$ cat src/rtl/inst_buffer.sv
// Instruction buffer between fetch and decode: a circular FIFO of {pc, inst}
// entries with valid/ready handshakes on both sides and a core-driven flush.
module inst_buffer #(
  parameter int unsigned DEPTH = 4,
  parameter int unsigned XLEN  = 32
) (
  input  logic                     clk_i,
  input  logic                     rst_i,
  input  logic                     flush_i,
  input  logic                     in_valid_i,
  input  logic [XLEN-1:0]          in_pc_i,
  input  logic [XLEN-1:0]          in_inst_i,
  output logic                     in_ready_o,
  output logic                     out_valid_o,
  output logic [XLEN-1:0]          out_pc_o,
  output logic [XLEN-1:0]          out_inst_o,
  input  logic                     out_ready_i,
  output logic [$clog2(DEPTH):0]   count_o
);

  localparam int unsigned PTR_W = $clog2(DEPTH);
  localparam int unsigned CNT_W = PTR_W + 1;

  logic [XLEN-1:0]  r_mem_pc   [DEPTH];
  logic [XLEN-1:0]  r_mem_inst [DEPTH];
  logic [PTR_W-1:0] r_wptr;
  logic [PTR_W-1:0] r_rptr;
  logic [CNT_W-1:0] r_count;
  logic             r_full;
  logic             r_empty;

  logic             w_push;
  logic             w_pop;
  logic [CNT_W-1:0] w_count_nxt;

  // Handshakes qualify only on registered occupancy; flush drops both sides.
  assign w_push = in_valid_i && !r_full  && !flush_i;
  assign w_pop  = out_ready_i && !r_empty && !flush_i;

  always_comb begin
    w_count_nxt = r_count;
    case ({w_push, w_pop})
      2'b10:   w_count_nxt = r_count + CNT_W'(1);
      2'b01:   w_count_nxt = r_count - CNT_W'(1);
      default: w_count_nxt = r_count;
    endcase
  end

  // Control state; reset outranks flush, which outranks push/pop.
  // Pointers are PTR_W bits wide, so DEPTH being a power of two makes them wrap naturally.
  always_ff @(posedge clk_i) begin
    if (rst_i || flush_i) begin
      r_wptr  <= '0;
      r_rptr  <= '0;
      r_count <= '0;
      r_full  <= 1'b0;
      r_empty <= 1'b1;
    end else begin
      if (w_push) r_wptr <= r_wptr + PTR_W'(1);
      if (w_pop)  r_rptr <= r_rptr + PTR_W'(1);
      r_count <= w_count_nxt;
      r_full  <= (w_count_nxt == CNT_W'(DEPTH));
      r_empty <= (w_count_nxt == '0);
    end
  end

  // Entry storage is not reset; occupancy alone decides what is visible.
  always_ff @(posedge clk_i) begin
    if (w_push && !rst_i) begin
      r_mem_pc[r_wptr]   <= in_pc_i;
      r_mem_inst[r_wptr] <= in_inst_i;
    end
  end

  assign in_ready_o  = !r_full;
  assign out_valid_o = !r_empty;
  assign count_o     = r_count;
  assign out_pc_o    = r_empty ? '0 : r_mem_pc[r_rptr];
  assign out_inst_o  = r_empty ? '0 : r_mem_inst[r_rptr];

endmodule

$ cat config.mk
export PLATFORM = sky130hd
export DESIGN_NAME = inst_buffer
export DESIGN_NICKNAME = d
export VERILOG_FILES = /design/src/rtl/inst_buffer.sv
export SDC_FILE = /design/constraint.sdc
export NUM_CORES = 1
export LEC_CHECK = 0
export ABC_AREA = 1
export BUFFER_PORTS_ARGS = -buffer_cell sky130_fd_sc_hd__buf_2
export CAP_MARGIN = 20
export CORE_MARGIN = 2
export CORE_UTILIZATION = 40
export DETAILED_ROUTE_END_ITERATION = 8
export PLACE_DENSITY_LB_ADDON = 0.2
export SLEW_MARGIN = 20
export SYNTH_ARGS = -nofsm -noshare
export SYNTH_HDL_FRONTEND = slang
export SYNTH_SLANG_ARGS = --single-unit
$ cat constraint.sdc
create_clock -name clk_i -period 10.97 [get_ports clk_i]
set_input_delay 2.194 -clock clk_i [delete_from_list [all_inputs] [get_ports clk_i]]
set_output_delay 2.194 -clock clk_i [all_outputs]
set_load 0.05 [all_outputs]
# Yosys cells after proc, flatten, opt, wreduce, memory -nomap -nowiden
# Memories as Yosys holds them, arrays and structs flattened. A register that Yosys moved wholly into a read port is not among the register bits.
# Index checks and enable logic that the tools add are counted.
[word_totals]
regBits = 9
ram_bits = 256
inputBits = 69
output_inout_bits = 69
elab_cells = 34
mem_count = 2
[classes]
n_addsub = 4
n_eq_ne = 3
mux = 9
n_reduce_logical = 11
[mem_list]
columns = ["memory", "words", "width", "read_ports", "rd_clocked_by_memory_dff", "wr", "line", "text"]
rows = [
  ["r_mem_inst", 4, 32, 1, 1, 1, "25", "logic [XLEN-1:0] r_mem_inst [DEPTH];"],
  ["r_mem_pc", 4, 32, 1, 1, 1, "24", "logic [XLEN-1:0] r_mem_pc [DEPTH];"],
]
[ops]
columns = ["operator", "n"]
rows = [
  ["32-bit two-way mux", 2],
  ["2-bit two-way mux", 4],
  ["3-bit one-hot mux with 2 select lines", 1],
  ["1-bit logical AND", 5],
  ["2-bit by 1-bit adder with 2-bit output, second input constant", 2],
  ["1-bit logical NOT", 4],
  ["3-bit by 1-bit adder with 3-bit output, second input constant", 1],
  ["3-bit == test, second input constant", 1],
  ["3-bit logical NOT", 1],
  ["3-bit by 1-bit subtractor with 3-bit output, second input constant", 1],
  ["2-bit by 1-bit == test with 1-bit output, second input constant", 1],
  ["2-bit == test, second input constant", 1],
  ["1-bit two-way mux", 2],
  ["1-bit logical OR", 1],
]

# Logic depth before layout (Yosys ltp)
[depth]
ltp_word = 6
mapped_depth = 11
depth_no_buf = 11

# Least setup slack after synthesis
# No wires, ideal clock.
[synth_timing]
path_type = "input port to flip-flop"
startpoint = "input flush_i"
endpoint = "memory r_mem_inst[0][0] (enable)"
setup_ns = 0.486
arrival_ns = 5.407
t_required_ns = 10.484
setup_slack_ns = 5.076
cell_stages = 4
n_path_buf = 0
path_cell_list = "inv_1 > nand3_1 > or2_2 > nor2_1"
[synth_via]
elab_chain_len = 5
[synth_rtl]
columns = ["item", "line", "text"]
rows = [
  ["from (decl)", "9", "input logic flush_i,"],
  ["1-bit logical NOT", "37", "assign w_push = in_valid_i && !r_full && !flush_i;"],
  ["1-bit logical AND", "37", ""],
  ["1-bit logical AND", "69", "if (w_push && !rst_i) begin"],
  ["1-bit two-way mux", "69", ""],
  ["1-bit two-way mux (implied by the code)", "71", "r_mem_inst[r_wptr] <= in_inst_i;"],
  ["to (decl)", "25", ""],
]
# No other way between the ends.

==> out/qor.txt <==
Reg-to-reg startpoint: r_full$_SDFF_PP0_
Initial core utilization: 40.4%
Initial antenna violation count: 3
Share of layout cells above drive strength 1: 19.8%
Post-CTS sizing: 0
Top-level I/O count: 138
Clock Sink Count: 267
Synth Instances: 835
Crit path kind: flip-flop to primary output
CP max stage delay: 0.80 ns
Hold crit path type: flip-flop to flip-flop
Proportion of synthesized area in mux cells: 0%
DRC violations left: 0
Internal: 1.66 mW
Final worst path period share: 50.2%
Compound-Gate Fraction of Synth Area: 9.42%
HPWL Detailed: 12.2 mm
Max-slew headroom: 30.2%
Clk slew on worst S/H paths: 0.06 ns
Crit-path cells: clkinv_2 > buf_4 > o21ai_0 > a21oi_1 > buf_2
Clock root buffer: clkbuf_16
Xor/xnor share of the synthesized area: 0%
Ys Warns: 0
Maximum number of pins on one net before global-route repair: 83
Startpoint class of the critical path: flip-flop
Largest cells by area after synthesis: edfxtp_1, nor2_1, o21ai_0, a21oi_1, dfxtp_1
Most common cell after layout, fill and taps aside: nor2_1
Routed vias/inst: 4.95
Max Cap Viol: 0
Largest fanout on the critical path: 65
Critical path required time: 8.78 ns
Avg Synthesized Cell Area: 12.5 um^2
Clk pwr share: 42.0%
Hold Fails Final Rpt: 0
Simple-Gate Fraction of Synth Area: 10.7%
Synthesis-to-layout area growth: 17.3%
Final Max Tran Viols: 0
Setup Viol. Count Final: 0
Cts hold-fix bufs: 0
Critical path arrival: 3.31 ns
Min Hold Slack: 0.522 ns
Antenna viol nets, final: 0
Hold Path Origin: r_rptr[1]$_SDFFE_PP0P_
Worst Clk Skew: 0.0129 ns
Pwr per Cell Area: 170 nW/um^2
DRT Pass-1 Iters: 5
Lkg Pwr: 4.48 nW
Die Area: 27500 um^2
Routed WL per cell: 17.3 um
GRT Resource Usage Total: 16.3%
Core ar.: 25900 um^2
Placed instance count: 1269
Critical Path End Type: primary output
Vias in the first global route: 6526
CP top delay family: buffers and inverters
Setup Buffers After CTS: 0
Worst-Margin Slew: 1.04 ns
#FFs+latches synth: 267
Top-area cell type share of the netlist area: 73.4%
H-tree depth: 1
Post-route insts no fill: 1319
Crit path time final: 5.51 ns
Vias: 6531
First-pass GRT wire length: 35.5 mm
Nets: 1039
Net Count, Synth: 910
CP bufs+invs: 3
CTS buffer count: 28
Status: finished clean
NetSw: 0.431 mW
Routability cong.: 0.728
Adder-cell share of the synthesized area: 0.789%
Sequential area share after synthesis: 75.5%
Logic gate share of total power: 3.8%
Mapped Area: 10500 um^2
Setup TNS: 0 ns
Port buffer count: 137
Congestion Overflow GR: 0
Fmax: 182 MHz
Yosys cell types: 20
Largest family of logic cells by synthesized area: simple AND/OR/NAND/NOR gates
FP Rows: 59
Final wirelength: 22.8 mm
Worst skew pair latency: 0.53 ns
Critical-path top delay cell: clkinv_2
Reg power frac: 54.2%
Clock Path Buffers: 3
Cell taking the most area after synthesis: edfxtp_1
1st-iter DRT viols: 430
CTS tree: done
Die Y: 166 um
Commonest non-fill, non-tap cells in the layout: nor2_1, edfxtp_1, buf_2
Switching Fraction: 20.6%
RSZ-0062 raised after global routing: no
Die X: 166 um
Maximum vdd drop: 0.136 mV
==> worst min-delay path, cell delays in order, from the launching register on <==
cell and delay [ns]:
dfxtp_1 0.33, nand2_1 0.05, nand2_1 0.07, nor2_1 0.04
==> synth_stat cells <==
cell      number
nor2_1       270
edfxtp_1     256
o21ai_0      121
a21oi_1       66
clkbuf_1      22
inv_1         21
nand2_1       16
buf_6         11
dfxtp_1       11
o21ai_1       10
buf_2          7
buf_4          5
ha_1           5
nand3_1        4
buf_1          3
inv_2          2
nand4_1        2
fa_1           1
nor3_1         1
or2_2          1
==> power groups by stage <==
stage / registers [mW] / logic [mW] / clock network [mW]
2_1_floorplan: 1.15 / 0.0451 / 0
3_3_place_gp: 1.15 / 0.0790 / 0
3_5_place_dp: 1.15 / 0.0802 / 0
4_1_cts: 1.13 / 0.0804 / 0.902
5_1_grt: 1.13 / 0.0872 / 0.940
6_report: 1.13 / 0.0794 / 0.877
==> logic make-up after synthesis <==
kind of cell    after synthesis
simple gates                294
flops                       267
compound gates              197
buf+inv                      71
fa+ha+maj                     6
==> state kept, by name, indices dropped and copies added, names as in the netlist, named ones only <==
name,count
r_mem_inst,128
r_wptr,2
r_empty,1
r_full,1
r_rptr,2
r_mem_pc,128
count_o,3
==> worst paths after layout <==
kind,depth (start not counted),slack (ns),endpoint
hold reg to reg,3,0.52,flip-flop
hold / removal,3,0.52,flip-flop
setup reg to reg,5,8.15,r_mem_inst[2][0]$_DFFE_PP_
setup / recovery,5,5.46,out_pc_o[27]
==> final cells by class <==
cell class              count  area [um^2]
clock buffers              42          815
diodes                      1         2.50
multi-input cells         497         2220
repair buffers            147          781
clock inverters             7         42.5
fillers                  2358        13600
inverters                  23         87.6
well taps                 335          419
flip-flops and latches    267         7910
==> through the flow <==
stage	worst slack (ns)	total power, mW	area, um^2	utilization [%]
final	5.46	2.09	12300	47.4
after CTS	5.34	2.11	12300	47.4
after global routing	5.08	2.16	12300	47.4
after global placement	6.00	1.23	11400	44.0
after floorplan	5.08	1.20	10500	-
after detailed placement	5.92	1.23	11400	44.1
==> routing by layer <==
metal  GRT usage [%]  vias to the layer above  wire (um)
li1                -                     3189          -
met4            5.33                        4        676
met5               0                        -         23
met1            20.5                     3139       9800
met2            28.3                      155      11200
met3            3.36                       44       1170
(Power assumes the default switching activity.)
